===== src/rtl/spiking_neuron_layer_param.sv =====
// Layer of N_OUT leaky integrate-and-fire neurons fully connected to N_IN shared spike inputs.
// Weights live in an internal register file. Membrane arithmetic saturates.
module spiking_neuron_layer_param #(
  parameter int N_IN  = 3,
  parameter int N_OUT = 3,
  parameter int WW    = 8,
  parameter int VW    = 10,
  localparam int NW   = N_IN * N_OUT,
  localparam int AW   = (NW > 1) ? $clog2(NW) : 1,
  localparam int SW   = (N_OUT > 1) ? $clog2(N_OUT) : 1
) (
  input  logic              clk,
  input  logic              rst_n,
  input  logic              enable,
  input  logic [N_IN-1:0]   input_spikes,
  input  logic              wr_en,
  input  logic [AW-1:0]     wr_addr,
  input  logic [WW-1:0]     wr_data,
  input  logic [7:0]        threshold,
  input  logic [7:0]        decay,
  input  logic [7:0]        refractory_period,
  input  logic [7:0]        feedback_scale,
  input  logic [SW-1:0]     mon_sel,
  output logic [N_OUT-1:0]  spike_out,
  output logic [VW-1:0]     mon_potential
);

  localparam int CW = WW + $clog2(N_IN) + 1;
  localparam int PW = VW + 9;
  localparam int EW = VW + 2;

  logic signed [WW-1:0] w_q   [NW];
  logic signed [WW-1:0] w_d   [NW];
  logic signed [VW-1:0] v_q   [N_OUT];
  logic signed [VW-1:0] v_d   [N_OUT];
  logic [7:0]           ref_q [N_OUT];
  logic [7:0]           ref_d [N_OUT];
  logic [N_OUT-1:0]     spike_q;
  logic [N_OUT-1:0]     spike_d;

  logic signed [CW-1:0] cur_acc [N_OUT];
  logic signed [WW-1:0] cur_sat [N_OUT];
  logic signed [PW-1:0] prod    [N_OUT];
  logic signed [EW-1:0] leak    [N_OUT];
  logic signed [EW-1:0] fb      [N_OUT];
  logic signed [EW-1:0] v_sum   [N_OUT];
  logic signed [VW-1:0] v_sat   [N_OUT];
  logic signed [EW-1:0] thr_ext;

  assign thr_ext   = $signed(EW'(threshold));
  assign spike_out = spike_q;

  // Out-of-range addresses simply match no entry.
  always_comb begin
    for (int a = 0; a < NW; a++) begin
      w_d[a] = w_q[a];
      if (wr_en && (int'(wr_addr) == a)) w_d[a] = wr_data;
    end
  end

  always_comb begin
    spike_d = spike_q;
    for (int k = 0; k < N_OUT; k++) begin
      v_d[k]     = v_q[k];
      ref_d[k]   = ref_q[k];
      cur_acc[k] = '0;
      for (int i = 0; i < N_IN; i++)
        if (input_spikes[i]) cur_acc[k] = cur_acc[k] + CW'(w_q[k*N_IN+i]);

      if (cur_acc[k][CW-1:WW-1] == {(CW-WW+1){cur_acc[k][CW-1]}})
        cur_sat[k] = cur_acc[k][WW-1:0];
      else
        cur_sat[k] = cur_acc[k][CW-1] ? {1'b1, {(WW-1){1'b0}}} : {1'b0, {(WW-1){1'b1}}};

      // Arithmetic shift of the signed product floors toward -inf.
      prod[k]  = PW'(v_q[k]) * PW'($signed({1'b0, decay}));
      leak[k]  = EW'(prod[k] >>> 8);
      fb[k]    = spike_q[k] ? EW'($signed(feedback_scale)) : '0;
      v_sum[k] = EW'(v_q[k]) - leak[k] + EW'(cur_sat[k]) + fb[k];

      if (v_sum[k][EW-1:VW-1] == {(EW-VW+1){v_sum[k][EW-1]}})
        v_sat[k] = v_sum[k][VW-1:0];
      else
        v_sat[k] = v_sum[k][EW-1] ? {1'b1, {(VW-1){1'b0}}} : {1'b0, {(VW-1){1'b1}}};

      if (enable) begin
        if (ref_q[k] != 8'd0) begin
          ref_d[k]   = ref_q[k] - 8'd1;
          v_d[k]     = '0;
          spike_d[k] = 1'b0;
        end else if (v_sum[k] >= thr_ext) begin
          spike_d[k] = 1'b1;
          v_d[k]     = '0;
          ref_d[k]   = refractory_period;
        end else begin
          spike_d[k] = 1'b0;
          v_d[k]     = v_sat[k];
        end
      end
    end
  end

  always_comb begin
    mon_potential = '0;
    for (int k = 0; k < N_OUT; k++)
      if (int'(mon_sel) == k) mon_potential = v_q[k];
  end

  always_ff @(posedge clk or negedge rst_n) begin
    if (!rst_n) begin
      for (int a = 0; a < NW; a++) w_q[a] <= '0;
      for (int k = 0; k < N_OUT; k++) begin
        v_q[k]   <= '0;
        ref_q[k] <= '0;
      end
      spike_q <= '0;
    end else begin
      for (int a = 0; a < NW; a++) w_q[a] <= w_d[a];
      for (int k = 0; k < N_OUT; k++) begin
        v_q[k]   <= v_d[k];
        ref_q[k] <= ref_d[k];
      end
      spike_q <= spike_d;
    end
  end

endmodule

===== config.mk =====
export PLATFORM = sky130hd
export DESIGN_NAME = spiking_neuron_layer_param
export DESIGN_NICKNAME = d
export VERILOG_FILES = /design/src/rtl/spiking_neuron_layer_param.sv
export SDC_FILE = /design/constraint.sdc
export NUM_CORES = 1
export LEC_CHECK = 0
export CORE_MARGIN = 2
export CORE_UTILIZATION = 30
export CTS_CLUSTER_DIAMETER = 50
export CTS_CLUSTER_SIZE = 30
export DETAILED_ROUTE_END_ITERATION = 10
export GPL_TIMING_DRIVEN = 0
export PLACE_DENSITY = 0.41
export SYNTH_ARGS = -nofsm -noshare
export SYNTH_HDL_FRONTEND = slang
export SYNTH_SLANG_ARGS = --single-unit

===== constraint.sdc =====
create_clock -name clk -period 9.65 [get_ports clk]
set_input_delay 1.4475 -clock clk [delete_from_list [all_inputs] [get_ports clk]]
set_output_delay 1.4475 -clock clk [all_outputs]
set_load 0.02 [all_outputs]

# Yosys cells after proc, flatten, opt, wreduce, memory -nomap -nowiden
# Cells that the tools add are included.
[totals]
reg_bits = 129
inputBits = 53
output_inout_bits = 13
elab_cells = 121
[classes]
add_sub_neg = 18
mul = 3
n_lt_le_gt_ge = 3
n_eq_ne = 16
mux = 45
reduce_logical = 20
[op_table]
columns = ["op", "count"]
rows = [
  ["10-bit two-way mux", 15],
  ["11-bit two-way mux", 9],
  ["8-bit two-way mux", 12],
  ["11-bit by 8-bit adder with 11-bit output", 6],
  ["10-bit by 9-bit multiplier with 19-bit output", 3],
  ["12-bit adder", 3],
  ["12-bit by 8-bit adder with 12-bit output", 3],
  ["12-bit by 9-bit greater-or-equal comparator with 1-bit output", 3],
  ["12-bit two-way mux", 3],
  ["10-bit by 11-bit subtractor with 12-bit output", 3],
  ["8-bit nonzero test", 3],
  ["8-bit by 1-bit subtractor with 8-bit output (second input constant)", 3],
  ["4-bit equality test (second input constant)", 5],
  ["3-bit equality test", 3],
  ["1-bit logical AND", 9],
  ["4-bit by 3-bit equality test with 1-bit output (second input constant)", 2],
  ["2-bit equality test", 3],
  ["1-bit two-way mux", 6],
  ["2-bit AND reduction", 3],
  ["2-bit nonzero test", 3],
  ["2-bit equality test (second input constant)", 2],
  ["4-bit by 2-bit equality test with 1-bit output (second input constant)", 1],
  ["4-bit zero test", 1],
  ["2-bit zero test", 1],
]

# Longest topological paths before layout
# Gate-level depths: netlist of run 1.
[depth]
depth_word = 13
mapped_depth = 44
depth_no_buf = 39

# Worst setup path after synthesis of run 1
# Ideal clock, no wire load.
[synth_timing]
path_type = "input -> register"
from = "in input_spikes[0]"
to = "reg ref_q[0] in the netlist's numbering"
setup_time_ps = 67
arrival_ps = 10210
required_time_ps = 9583
slack_ps = -627
stages = 40
path_buffers = 4
cell_sequence = "clkbuf_1 -> buf_2 -> clkbuf_1 -> clkbuf_1 -> nand2_1 -> fa_1 -> inv_1 -> a21oi_1 -> o2bb2ai_1 -> a32oi_1 -> xnor2_1 -> mux2_2 -> ha_1 -> a21oi_1 -> o21ai_0 -> a21o_1 -> a21oi_1 -> o21ai_0 -> [... 4 more ...] -> fa_1 -> fa_1 -> inv_1 -> ha_1 -> fa_1 -> a21o_1 -> a41oi_2 -> nand3_1 -> a31o_2 -> a21oi_1 -> xnor2_2 -> ha_1 -> inv_1 -> a211o_1 -> or3b_4 -> mux2_4 -> a31oi_1 -> o221a_1"
[synth_via]
elab_chain_cells = 12
elab_cells_between_ends = 13
cone_classes = "add/sub: 4; order compare: 1; eq/ne: 1; mux: 5; reduce/logical: 2"
[synth_lines]
columns = ["element", "line_no", "source"]
rows = [
  ["from (decl)", "15", "input logic [N_IN-1:0] input_spikes,"],
  ["11-bit two-way mux (*)", "68", "if (input_spikes[i]) cur_acc[k] = cur_acc[k] + CW'(w_q[k*N_IN+i]);"],
  ["11-bit by 8-bit adder with 11-bit output", "68", ""],
  ["11-bit two-way mux (*)", "68", ""],
  ["11-bit by 8-bit adder with 11-bit output", "68", ""],
  ["11-bit two-way mux (*)", "68", ""],
  ["3-bit equality test / 8-bit two-way mux (equally long branches)", "70, 73", ""],
  ["8-bit two-way mux (*)", "70", "if (cur_acc[k][CW-1:WW-1] == {(CW-WW+1){cur_acc[k][CW-1]}})"],
  ["12-bit by 8-bit adder with 12-bit output (*)", "79", "v_sum[k] = EW'(v_q[k]) - leak[k] + EW'(cur_sat[k]) + fb[k];"],
  ["12-bit adder (*)", "79", ""],
  ["12-bit by 9-bit greater-or-equal comparator with 1-bit output (*)", "91", "end else if (v_sum[k] >= thr_ext) begin"],
  ["2-bit nonzero test (no source line) (*)", "-", ""],
  ["2-bit AND reduction (no source line) (*)", "-", ""],
  ["to (signal, indexed assignment)", "121", "ref_q[k] <= ref_d[k];"],
  ["to (decl)", "36", "logic [7:0] ref_q [N_OUT];"],
]
# Mark *: on every way between the ends. The rest lies on a longest branch, timed or not.
# A chain may end at the register's enable or synchronous reset.

# Worst setup path in the final report of run 1
[layout_timing]
from = "in decay[1]"
to = "reg v_q[9] in the netlist's numbering"
[layout_via]
elab_chain_cells = 8
elab_cells_between_ends = 10
cone_classes = "add/sub: 3; mul: 1; order compare: 1; eq/ne: 1; mux: 4"
[layout_lines]
columns = ["element", "line_no", "source"]
rows = [
  ["from (decl)", "20", "input logic [7:0] decay,"],
  ["10-bit by 9-bit multiplier with 19-bit output (*)", "76", "prod[k] = PW'(v_q[k]) * PW'($signed({1'b0, decay}));"],
  ["10-bit by 11-bit subtractor with 12-bit output (*)", "79", ""],
  ["12-bit by 8-bit adder with 12-bit output (*)", "79", ""],
  ["12-bit adder (*)", "79", ""],
  ["parallel branches: the longest is 2 deep, another holds 12-bit by 9-bit greater-or-equal comparator with 1-bit output", "-", ""],
  ["10-bit two-way mux (*)", "91", ""],
  ["10-bit two-way mux (*)", "87", "if (ref_q[k] != 8'd0) begin"],
  ["to (signal, indexed assignment)", "120", "v_q[k] <= v_d[k];"],
  ["to (decl)", "34", "logic signed [VW-1:0] v_q [N_OUT];"],
]
# Every way passes the cells marked *.

==> results of run 1 <==
[state kept, by name, summed over array words and instances (netlist names)]
signal and cells:
w_q 72, spike_out 3, v_q 30, ref_q 24
[timing repair]
action,4_1_cts,5_1_grt
pin swaps,61,66
setup buffers,36,19
setup endpoints to repair,57,57
gates resized for setup,123,119
cloned,2,2
[routing by layer]
layer  up-vias  wire (um)  track usage (%)  part of all wire [%]
met4         0       1470             5.06                   2.3
met2       204      32000             31.1                    49
met3        52       1380             1.81                   2.1
met5         -          0                0                     0
met1      8494      29800             23.6                    46
li1       8222          -                -                     -
[cell usage in the layout (no fill, tap or decap), types with 8 or more instances in the layout]
| cell type | synthesis | routed |
|---|---|---|
| sky130_fd_sc_hd__ha_1 | 213 | 198 |
| sky130_fd_sc_hd__clkbuf_2 | 0 | 8 |
| sky130_fd_sc_hd__nor2_1 | 92 | 89 |
| sky130_fd_sc_hd__fa_1 | 267 | 260 |
| sky130_fd_sc_hd__and2_1 | 158 | 156 |
| sky130_fd_sc_hd__a31oi_1 | 20 | 14 |
| sky130_fd_sc_hd__xnor2_2 | 1 | 9 |
| sky130_fd_sc_hd__clkbuf_1 | 85 | 68 |
| sky130_fd_sc_hd__o21a_1 | 18 | 18 |
| sky130_fd_sc_hd__o31ai_1 | 17 | 14 |
| sky130_fd_sc_hd__nor2b_1 | 17 | 14 |
| sky130_fd_sc_hd__nand4_1 | 8 | 8 |
| sky130_fd_sc_hd__a21oi_2 | 1 | 11 |
| sky130_fd_sc_hd__mux2_2 | 87 | 85 |
| sky130_fd_sc_hd__clkdlybuf4s50_1 | 0 | 53 |
| sky130_fd_sc_hd__dfrtp_1 | 129 | 129 |
| sky130_fd_sc_hd__a21o_1 | 30 | 30 |
| sky130_fd_sc_hd__o21bai_1 | 12 | 12 |
| sky130_fd_sc_hd__clkbuf_16 | 0 | 19 |
| sky130_fd_sc_hd__nand3_1 | 36 | 34 |
| sky130_fd_sc_hd__ha_4 | 0 | 10 |
| sky130_fd_sc_hd__nor3_1 | 50 | 47 |
| sky130_fd_sc_hd__mux2i_1 | 21 | 19 |
| sky130_fd_sc_hd__xnor2_1 | 94 | 83 |
| sky130_fd_sc_hd__a21oi_1 | 88 | 73 |
| sky130_fd_sc_hd__inv_1 | 448 | 441 |
| sky130_fd_sc_hd__nand2b_1 | 17 | 17 |
| sky130_fd_sc_hd__o21ai_1 | 7 | 12 |
| sky130_fd_sc_hd__o22ai_1 | 29 | 16 |
| sky130_fd_sc_hd__nand2_1 | 215 | 212 |
| sky130_fd_sc_hd__o211ai_1 | 11 | 11 |
| sky130_fd_sc_hd__o22ai_2 | 0 | 12 |
| sky130_fd_sc_hd__o21ai_0 | 81 | 68 |
| sky130_fd_sc_hd__buf_4 | 0 | 53 |
| sky130_fd_sc_hd__xor2_1 | 33 | 32 |
| sky130_fd_sc_hd__or3_1 | 14 | 13 |
[cell families after synthesis]
logic type                 after synthesis  share of synthesized area, %
adders and majority gates              482                          37.4
AOI/OAI and AO/OA                      387                          11.7
and+or+nand+nor                        659                          15.5
buffers and inverters                  544                          9.52
xor gates and xnor gates               128                          5.25
DFF                                    129                          15.0
muxes                                  110                          5.71
[final cells by class]
class	instances	area share, %
plain buffers	92	1.78
clock buffers	18	1.68
clock inverters	14	0.754
inverters	448	6.58
multi-input cells	1769	67.8
flip-flops and latches	129	12.6
well taps	950	4.65
repair buffers	114	4.19
[worst reg2reg max path, delay by kind of cell (launching register included)]
family                   cells  cell delay (ps)
AO/OA/AOI/OAI                8             1470
XOR/XNOR                     2              410
adder cells (fa/ha/maj)      9             3910
buffers and inverters        8              990
flip-flops                   1              430
multiplexers                 1              320
AND/OR/NAND/NOR              7             1430
[Yosys cell counts (50+ instances only)]
| library cell | instances |
|---|---|
| sky130_fd_sc_hd__fa_1 | 267 |
| sky130_fd_sc_hd__nand2_1 | 215 |
| sky130_fd_sc_hd__nor2_1 | 92 |
| sky130_fd_sc_hd__inv_1 | 448 |
| sky130_fd_sc_hd__and2_1 | 158 |
| sky130_fd_sc_hd__a21oi_1 | 88 |
| sky130_fd_sc_hd__dfrtp_1 | 129 |
| sky130_fd_sc_hd__mux2_2 | 87 |
| sky130_fd_sc_hd__nor3_1 | 50 |
| sky130_fd_sc_hd__o21ai_0 | 81 |
| sky130_fd_sc_hd__ha_1 | 213 |
| sky130_fd_sc_hd__xnor2_1 | 94 |
| sky130_fd_sc_hd__clkbuf_1 | 85 |
[per-stage QoR]
stage,setup WS [ps],area [sq um]
after global routing,-72.4,25600
after global placement,-2930,23400
after detailed placement,-3010,23500
after floorplan,15.7,21700
final,306,25600
after CTS,1.38,25000
[worst min path at each step]
stage	startpoint	end	slack (ps)	cells past startpoint
after floorplan	ref_q[8]	ref_q[8]	460	1
after global placement	w_q[71]	w_q[71]	490	1
after detailed placement	w_q[71]	w_q[71]	490	1
after CTS	w_q[71]	w_q[71]	500	1
after global routing	w_q[22]	w_q[22]	520	1
final	w_q[71]	w_q[71]	500	1
==> metrics.cfg, run 1 <==
[routing]
initialDrtViolationCount = 709
dr_total_vias = 16972
postRouteAntennaNets = 0
routed_wire_length_per_instance_um = 18.3
drt_pre_antenna_iters = 5
via_per_instance_ratio = 4.80
drt-total-wl_um = 64600
drcViolationCount = 0

[setup_path]
r2r_slack_ps = 620
worstSetupPathType = in -> reg
crit_path_max_fanout = 5
dominant_cell_type_by_count_on_the_critical_path = sky130_fd_sc_hd__fa_1
stages_on_the_worst_setup_path = 37
crit_start = decay[1]
reg2reg_from = v_q[7]
cp_top_family = adder cells
worstPathRequired_ps = 10040
timing.critical_path.to = v_q[9]
worst_ep_arrival_time_ps = 9730
type_of_element_capturing_the_critical_path = flip-flop
timing.critical_path.buf_inv = 10
cp_slowest_stage_delay_ps = 550
critical_path.reg2reg.endpoint = v_q[9]
worstRegToRegCells = 35
worst_path_max_delay_cell = sky130_fd_sc_hd__fa_1
worst_setup_path_start_kind = input pin

[finish]
final-seq-area_sq_um = 3230
final-instance-count-excl-fill = 3534
final_nets = 3104
layout.filler_cells = 7334
synthToLayoutAreaGrowth_pct = 19.0
drive_above_1_share_pct = 13.8
diodes = 0
utilization_pct = 35.9
multi_input_comb_area_sq_um = 17300

[clock_tree]
tritoncts_num_sinks = 129
insertion_delay_ps = 450
cts_buffer_depth = 2
hold_buffers = 0
clock_tree.root_cell = sky130_fd_sc_hd__clkbuf_16
clock_tree.htree_level_count = 4
tritoncts_clock_tree = built
clock_pin_transition_on_the_worst_setup_and_hold_timing_paths_ps = 60
cts_buffers = 17

[global_route]
wire_length_of_the_first_global_routing_pass_um = 103000
grt_start_max_net_pins = 75
first_global_vias = 17985
grt_antenna_before_repair = 1
grt_overflow_total = 0
global_route.usage.total_pct = 17.9

[logic_synthesis]
syn-num-nets = 2972
number_of_enable_flip_flop_cells_after_synthesis = 0
yosys.area.top_type = sky130_fd_sc_hd__fa_1
yosys.area.top_type_share_pct = 24.9
postSynth.topFlopCell = sky130_fd_sc_hd__dfrtp_1
postSynthAreaPerCell_sq_um = 8.81
cells_after_synth = 2439
yosys_warnings = 0
ys_types = 79
yosysSeqAreaShare_pct = 15.0
synth_async_sr_flop_share_pct = 100
synth-seq-cells = 129
mappedNetlistArea_sq_um = 21500
synth_top_cells_by_area = sky130_fd_sc_hd__fa_1, sky130_fd_sc_hd__dfrtp_1, sky130_fd_sc_hd__ha_1

[timing]
timing.final.hold_violations = 0
min_period_over_period_pct = 96.8
tns_ps = 0
max_frequency_ghz = 0.107
period_minus_slack_ps = 9340
worst_slew_margin_rel_pct = 12.4
finalClockSkew_ps = 11.2
finalSetupViolCount = 0
slew_at_the_pin_closest_to_its_max_slew_limit_ps = 1310
worst_case_hold_slack_ps = 500
finalMaxSlewViolations = 0

[placement]
finalWeightedCongestion = 0.831
placed_cells_incl_taps = 3447
numPortBuffers = 57
place_hpwl_um = 52600

[floorplan]
io_pins = 66
overall_die_area_sq_um = 73800
area_of_the_placeable_core_sq_um = 71200
rows = 98
die-width_um = 272
initial_utilization_pct = 30.2
die-height_um = 272

[status]
run_status = complete, no violations

[worst_hold_path]
hold_path_class = reg -> reg

[run]
drv_cap = 0

Power of run 1 is left out: the tool's default activity adds up to more than one toggle a clock period on the data nets, which glitch-free logic cannot reach.
==> run 2: changes to the inputs <==
--- a/config.mk
+++ b/config.mk
@@ -6,5 +6,5 @@
 export NUM_CORES = 1
 export LEC_CHECK = 0
-export CORE_MARGIN = 2
+export CORE_MARGIN = 3
 export CORE_UTILIZATION = 30
 export CTS_CLUSTER_DIAMETER = 50
==> constraint.sdc (replaced) <==
create_clock -name clk -period 9.65 [get_ports clk]
set_input_delay 1.4475 -clock clk [delete_from_list [all_inputs] [get_ports clk]]
set_output_delay 1.4475 -clock clk [all_outputs]
set_load 0.005 [all_outputs]
==> run 2 against run 1 <==
  * Final area is 0.84% higher
  * Sequential share of layout area is 0.10 points lower
  * Non-clock buffer count unchanged
  * Setup slack worse by 69 ps
  * Clock-buffer cell count is 1 lower
  * First-iteration DRC count up 28%
  * Core utilization increased by 0.67 points
  * Critical path type unchanged
  * Wire length is 4.6% higher
  * Global-route usage grew 0.88 points
==> metrics.cfg, run 2 (same netlist as run 1, synthesis figures left out) <==
[global_route]
grt_overflow_total = 0
grt_antenna_before_repair = 1
wire_length_of_the_first_global_routing_pass_um = 107000
first_global_vias = 18179
use_met2_pct = 29.7
globalRouteMet3Util_pct = 3.01
grt.met1_usage_pct = 26.9
grt_start_max_net_pins = 75
global_route.usage.total_pct = 18.8
most_utilized_layer_in_the_global_route_result = met2

[timing]
slew_at_the_pin_closest_to_its_max_slew_limit_ps = 1440
finalMaxSlewViolations = 0
rsz_0062_raised_after_global_routing = yes
finalSetupViolCount = 0
fin_ws_ps = 237
period_minus_slack_ps = 9410
max_frequency_ghz = 0.106
worst_case_hold_slack_ps = 504
timing.final.hold_violations = 0
worst_slew_margin_rel_pct = 3.71
min_period_over_period_pct = 97.5
finalClockSkew_ps = 12.1

[floorplan]
overall_die_area_sq_um = 74900
io_pins = 66
initial_utilization_pct = 30.5
die-width_um = 274
area_of_the_placeable_core_sq_um = 70500
rows = 97
die-height_um = 274

[clock_tree]
clock_tree.htree_level_count = 4
cts_buffers = 17
cts_buffer_depth = 2
tritoncts_num_sinks = 129
clock_tree.root_cell = sky130_fd_sc_hd__clkbuf_16
insertion_delay_ps = 490
tritoncts_clock_tree = built
clock_pin_transition_on_the_worst_setup_and_hold_timing_paths_ps = 70

[routing]
dr_total_vias = 17217
initialDrtViolationCount = 906
via_per_instance_ratio = 4.89
drcViolationCount = 0
drt_pre_antenna_iters = 5
postRouteAntennaNets = 0
drt-total-wl_um = 67600
routed_wire_length_per_instance_um = 19.2

[placement]
finalWeightedCongestion = 0.844
place_hpwl_um = 53800
placed_cell_area_sq_um = 23400
numPortBuffers = 57
post-place-ws_ps = -3510

[setup_path]
worst_setup_path_start_kind = input pin
type_of_element_capturing_the_critical_path = flip-flop
crit_start = decay[1]
r2r_slack_ps = 510
worst_path_max_delay_cell = sky130_fd_sc_hd__fa_1
cp_top_family = adder cells
worstPathRequired_ps = 10040
timing.critical_path.buf_inv = 11
worst_ep_arrival_time_ps = 9800
critical_path.reg2reg.endpoint = v_q[27]
crit_path_max_fanout = 5
dominant_cell_type_by_count_on_the_critical_path = sky130_fd_sc_hd__fa_1
cp_slowest_stage_delay_ps = 570
worstRegToRegCells = 34
reg2reg_from = v_q[27]
worstSetupPathType = in -> reg

[finish]
synthToLayoutAreaGrowth_pct = 19.9
largest_register_ffs = 72
layout.cells.most_common_list = sky130_fd_sc_hd__inv_1, sky130_fd_sc_hd__fa_1, sky130_fd_sc_hd__nand2_1
largest-register = w_q
layout.filler_cells = 7255
diodes = 0
layout.cell_area.non_filler_sq_um = 25800
drive_above_1_share_pct = 15.1
biggestRegsByFlops = w_q x72, v_q x30, ref_q x24
mostFrequentLayoutCell = sky130_fd_sc_hd__inv_1
final_nets = 3104

[worst_hold_path]
min-delay-start = w_q[21]
whs_path_depth = 1
min_to = w_q[21]
hold_path_class = reg -> reg

[status]
run_status = complete, no violations

[run]
drv_cap = 0

## run 2: cell types whose count changed in the layout (fill, tap and decap cells not counted), sizes merged
cell	previous run	this run
inv	457	452
buf	74	77
bufinv	3	5
clkinv	1	5
clkbuf	96	92
## run 2: worst max path at each step
stage	slack, ps	cells after the start	end
2_1_floorplan	20	40	ref_q[0]
3_3_place_gp	-3540	40	v_q[28]
3_5_place_dp	-3510	40	v_q[27]
4_1_cts	-110	42	v_q[2]
5_1_grt	-80	39	v_q[2]
6_report	240	38	v_q[2]
## run 2: area by class of cell
class                      count  area [sq um]  area share [%]
tap                          940          1180            4.56
clock buffer                  17           425            1.65
sequential                   129          3230            12.5
multi-input combinational   1769         17500            68.0
clock inverter                15           231           0.898
inverter                     448          1680            6.52
buffer                        92           452            1.75
timing repair buffer         114          1050            4.09
## run 2: repair_timing
item	4_1_cts	5_1_grt
setup buffers	39	17
gates cloned	3	0
hold buffers	0	0
endpoints found under the setup margin	57	57
pin swaps	68	87
resized for setup	144	149
## run 2: layer usage
layer  wire [um]  vias up
met1       33400     8682
met5           0        -
met4        1100        0
met3        2400       48
met2       30700      281
li1            -     8206
## run 2: per-stage QoR
| stage | utilization [%] | std cells | TNS, ps |
|---|---|---|---|
| finish | 36.6 | 3524 | 0 |
| global route | 36.6 | 3524 | -390 |
| CTS | 35.6 | 3510 | -818 |
| detailed placement | 33.2 | 3437 | -156950 |
| global placement | 33.2 | 3436 | -154410 |
| floorplan | - | 2439 | 0 |
Power of run 2 is left out for the same reason.
==> run 3: changes to the inputs <==
- SLEW_MARGIN: default -> 20
==> run 3 against run 2 <==
  * Via count grew 0.28%
  * Register-to-register slack gained 100 ps
  * Cell count increased by 0.34%
  * Core utilization up 0.26 points
  * Largest cell class unchanged
  * Critical path depth is 5 lower
  * Highest routed layer unchanged
  * Worst hold slack got worse by 3.6 ps
  * Clock skew increased by 13 ps
  * Maximum frequency grew 0.67%
==> metrics.cfg, run 3 (same netlist as run 1, synthesis figures left out) <==
[timing]
slew_at_the_pin_closest_to_its_max_slew_limit_ps = 916
finalClockSkew_ps = 25.4
tns_ps = 0
min_period_over_period_pct = 96.9
finalSetupViolCount = 0
period_minus_slack_ps = 9350
max_frequency_ghz = 0.107
timing.final.hold_violations = 0
worst_slew_margin_rel_pct = 38.9
finalMaxSlewViolations = 0

[floorplan]
initial_utilization_pct = 30.5
area_of_the_placeable_core_sq_um = 70500
die-width_um = 274
io_pins = 66
die-height_um = 274
rows = 97
overall_die_area_sq_um = 74900

[setup_path]
worstSetupPathType = in -> reg
crit_path_max_fanout = 10
timing.critical_path.buf_inv = 6
type_of_element_capturing_the_critical_path = flip-flop
worstPathRequired_ps = 10010
worst_path_max_delay_cell = sky130_fd_sc_hd__fa_1
cp_top_family = compound AO/OA/AOI/OAI gates
worst_ep_arrival_time_ps = 9710
worst_setup_path_start_kind = input pin
cp_slowest_stage_delay_ps = 550

[routing]
drt-total-wl_um = 67800
drt_pre_antenna_iters = 5
routed_wire_length_per_instance_um = 19.2
drcViolationCount = 0
via_per_instance_ratio = 4.88
dr_total_vias = 17265
postRouteAntennaNets = 0
initialDrtViolationCount = 916

[global_route]
wire_length_of_the_first_global_routing_pass_um = 107000
grt_overflow_total = 0
first_global_vias = 18089
global_route.usage.total_pct = 18.6
grt_start_max_net_pins = 75
grt_antenna_before_repair = 2

[finish]
biggestRegsByFlops = w_q x72, v_q x30, ref_q x24
final_nets = 3115
largest_register_ffs = 72
mostFrequentLayoutCell = sky130_fd_sc_hd__inv_1
layout.cell_area.non_filler_sq_um = 26000
synthToLayoutAreaGrowth_pct = 20.8
largest-register = w_q
drive_above_1_share_pct = 15.9
layout.cells.most_common_list = sky130_fd_sc_hd__inv_1, sky130_fd_sc_hd__fa_1, sky130_fd_sc_hd__nand2_1

[placement]
placed_cell_area_sq_um = 23400
place_hpwl_um = 53600
numPortBuffers = 57
finalWeightedCongestion = 0.844

[clock_tree]
tritoncts_clock_tree = built
insertion_delay_ps = 460
clock_tree.root_cell = sky130_fd_sc_hd__clkbuf_16
tritoncts_num_sinks = 129
hold_buffers = 0
cts_buffer_depth = 2
clock_pin_transition_on_the_worst_setup_and_hold_timing_paths_ps = 70
cts_buffers = 17
clock_tree.htree_level_count = 4

[status]
run_status = complete, no violations

[worst_hold_path]
hold_path_class = reg -> reg

[run]
drv_cap = 0

## run 3: cell type report
type                       instances  area [sq um]
antenna                            1          2.50
sequential                       129          3230
timing repair buffer             125          1160
fill                            7257         44500
buffer                            92           449
tap                              940          1180
clock inverter                    15           206
inverter                         448          1680
clock buffer                      17           425
multi-input combinational       1769         17600
## run 3: final timing paths
kind                       cells after the start       to            start  slack (ps)
max in group asynchronous                      2   v_q[9]            rst_n        7970
max reg2reg                                   33   v_q[7]           v_q[7]         610
min in group asynchronous                      1  w_q[43]            rst_n         910
min                                            1  w_q[71]          w_q[71]         500
max                                           33   v_q[7]  input_spikes[1]         300
min reg2reg                                    1  w_q[71]          w_q[71]         500
## run 3: routing by layer
layer	track usage, %	vias up	routed length, um
met5	0	-	0
met4	3.24	0	770
met3	2.12	34	2330
met2	29.8	278	31300
met1	27.3	8721	33400
li1	-	8232	-
## run 3: repair_timing
item                                    4_1_cts  5_1_grt
gates cloned                                  3        0
buffers inserted                             42       24
pin swaps                                    71       96
gates resized for setup                     154      155
endpoints found under the setup margin       57       57
## run 3: stage by stage
step / util, % / instances / hold slack [ps] / setup WS (ps)
floorplan: - / 2439 / 462 / 15.7
global placement: 33.2 / 3436 / 484 / -3540
detailed placement: 33.3 / 3437 / 488 / -3570
CTS: 35.7 / 3513 / 503 / -135
global route: 36.8 / 3535 / 510 / -8.26
finish: 36.8 / 3536 / 500 / 299
Power of run 3 is left out for the same reason.
==> RTL change (config.mk and constraints of run 2) <==
Set the parameter `N_OUT` to 2 (it was 3).
--- a/src/rtl/spiking_neuron_layer_param.sv
+++ b/src/rtl/spiking_neuron_layer_param.sv
@@ -2,7 +2,7 @@
 // Weights live in an internal register file. Membrane arithmetic saturates.
 module spiking_neuron_layer_param #(
   parameter int N_IN  = 3,
-  parameter int N_OUT = 3,
+  parameter int N_OUT = 2,
   parameter int WW    = 8,
   parameter int VW    = 10,
   localparam int NW   = N_IN * N_OUT,
Ports: changed (resized mon_sel, spike_out and wr_addr); port bits go from 66 to 63. No check against the original RTL was run, so the function may have changed too.
==> RTL change against run 2 <==
  * Sequential cell count down 43
  * Critical path depth increased by 1
  * Clock skew rose by 0.0058 ns
  * Highest routed layer unchanged
  * Die area is 32% lower
  * Count of clock-buffer cells in the layout down 7
  * Synthesized area is 32% lower
  * Register-to-register slack improved by 0.08 ns
  * Sequential share of layout area decreased by 0.34 points
  * Setup slack gained 0.018 ns
  * Wire length is 35% lower
  * Final area shrank 31%
Power is left out: the tool's default activity adds up to more than one toggle a clock period on the data nets, which glitch-free logic cannot reach.
==> RTL change: results (changes against run 2) <==
| Metric | Value |
|---|---|
| Largest registers ranked by flip-flop count | `w_q: 48 flops, v_q: 20 flops, ref_q: 16 flops` |
| Synthesized net count | `2019 (-32%)` |
| Post-detail-place hpwl | `34850 um (-35%)` |
| Fraction of layout cells with a size suffix above 1 | `16.89% (+1.8 points)` |
| Clk_skew | `0.01784 ns (+0.005755 ns)` |
| Number of different library cells in the post-synthesis netlist | `78 (-1.3%)` |
| Cell count after synthesis | `1648 (-32%)` |
| First element of the critical path | `input_spikes[0]` |
| Data arrival time of the critical path | `9.70 ns (-0.10 ns)` |
| Worst skew pair latency | `0.38 ns (-0.11 ns)` |
| FILL cells | `4942 (-32%)` |
| Final RePlAce weighted congestion | `0.7920 (-6.1%)` |
| DR vias/cell | `4.847 (-0.78%)` |
| Routed wire length | `43890 um (-35%)` |
| Count of TritonRoute iterations in the first routing pass | `7 (+2)` |
| Total CTS buffers | `9 (-8)` |
| Maximum number of pins on one net before global-route repair | `49 (-35%)` |
| Initial antenna violation count | `0 (-1)` |
| Run status | `finished clean` |
| Register-to-Register Path Depth | `36 (+5.9%)` |
| Capturing point of the worst reg2reg path | `v_q[1]$_DFFE_PN0P_` |
| Overall routing resource usage | `17.71% (-1.1 points)` |
| Commonest cells post-synth | `sky130_fd_sc_hd__inv_1, sky130_fd_sc_hd__fa_1, sky130_fd_sc_hd__ha_1` |
| Sequential-to-total area share from yosys stat | `14.80% (-0.22 points)` |
| Net count reported at finish | `2149 (-31%)` |
| Worst R2R Setup Slack | `0.59 ns (+0.08 ns)` |
| H-tree depth | `3 (-1)` |
## RTL change: cell types whose count changed in the layout (fill, tap and decap cells not counted), sizes merged, moves of 32 or more
cell and change:
and2 -55, fa -89, inv -160, ha -71, dfrtp -43, nand2 -79
xnor2 -38, clkbuf -32, mux2 -41, a21oi -35
## RTL change: kinds of logic (layout without fill, tap and decap cells)
logic type / after synthesis / count (layout) / share of synthesized area [%]
simple gates: 462 / 462 / 16.09
buf+inv: 350 / 484 / 9.110
fa+ha+maj: 322 / 322 / 36.85
compound gates: 293 / 293 / 14.04
flops: 86 / 86 / 14.80
xor+xnor: 79 / 79 / 4.852
mux: 56 / 56 / 4.258
## RTL change: how the worst min path moves through the flow
stage                                    from                   to  slack (ns)
after floorplan           w_q[20]$_DFFE_PN0P_  w_q[20]$_DFFE_PN0P_        0.47
after global placement    w_q[23]$_DFFE_PN0P_  w_q[23]$_DFFE_PN0P_        0.48
after detailed placement  w_q[20]$_DFFE_PN0P_  w_q[20]$_DFFE_PN0P_        0.49
after CTS                 w_q[20]$_DFFE_PN0P_  w_q[20]$_DFFE_PN0P_        0.51
after global routing      w_q[23]$_DFFE_PN0P_  w_q[23]$_DFFE_PN0P_        0.53
final                     w_q[47]$_DFFE_PN0P_  w_q[47]$_DFFE_PN0P_        0.51
## RTL change: stage by stage
| step | setup TNS [ns] | cell area (um2) | setup WS [ns] |
|---|---|---|---|
| CTS | 0 | 17090 | 0.003139 |
| global placement | -69.39 | 15860 | -2.227 |
| finish | 0 | 17660 | 0.2546 |
| floorplan | 0 | 14580 | 0.0003659 |
| global route | -0.2785 | 17660 | -0.03574 |
| detailed placement | -71.99 | 15880 | -2.375 |
## RTL change: layer usage
layer | vias up | share of wire (%) | GRT usage, %
li1 | 5676 | - | -
met1 | 5816 | 51 | 25.97
met2 | 100 | 46 | 28.47
met3 | 27 | 1.9 | 1.768
met4 | 0 | 1.4 | 3.463
met5 | - | 0 | 0
## RTL change: worst register-to-register path, delay by kind of cell, from the launching register on
kind                       cells  cell delay, ns
adders and majority gates      9            3.84
AOI/OAI and AO/OA              9            1.88
buffers and inverters         10            1.59
DFF                            1            0.43
and+or+nand+nor                8            1.14
## RTL change: timing repair
action	in CTS	in global routing
pin swaps	61	58
gates resized for setup	117	109
setup buffers	44	22
setup endpoints to repair	38	37
cloned	2	1
## RTL change: layout make-up
class / instances / area, um2 / area share, %
multi-input cells: 1212 / 11900 / 67.39
flip-flops and latches: 86 / 2152 / 12.18
repair buffers: 122 / 1116 / 6.319
inverters: 292 / 1096 / 6.206
well taps: 615 / 769.5 / 4.357
plain buffers: 55 / 289.0 / 1.636
clock buffers: 10 / 229.0 / 1.296
clock inverters: 5 / 107.6 / 0.6092
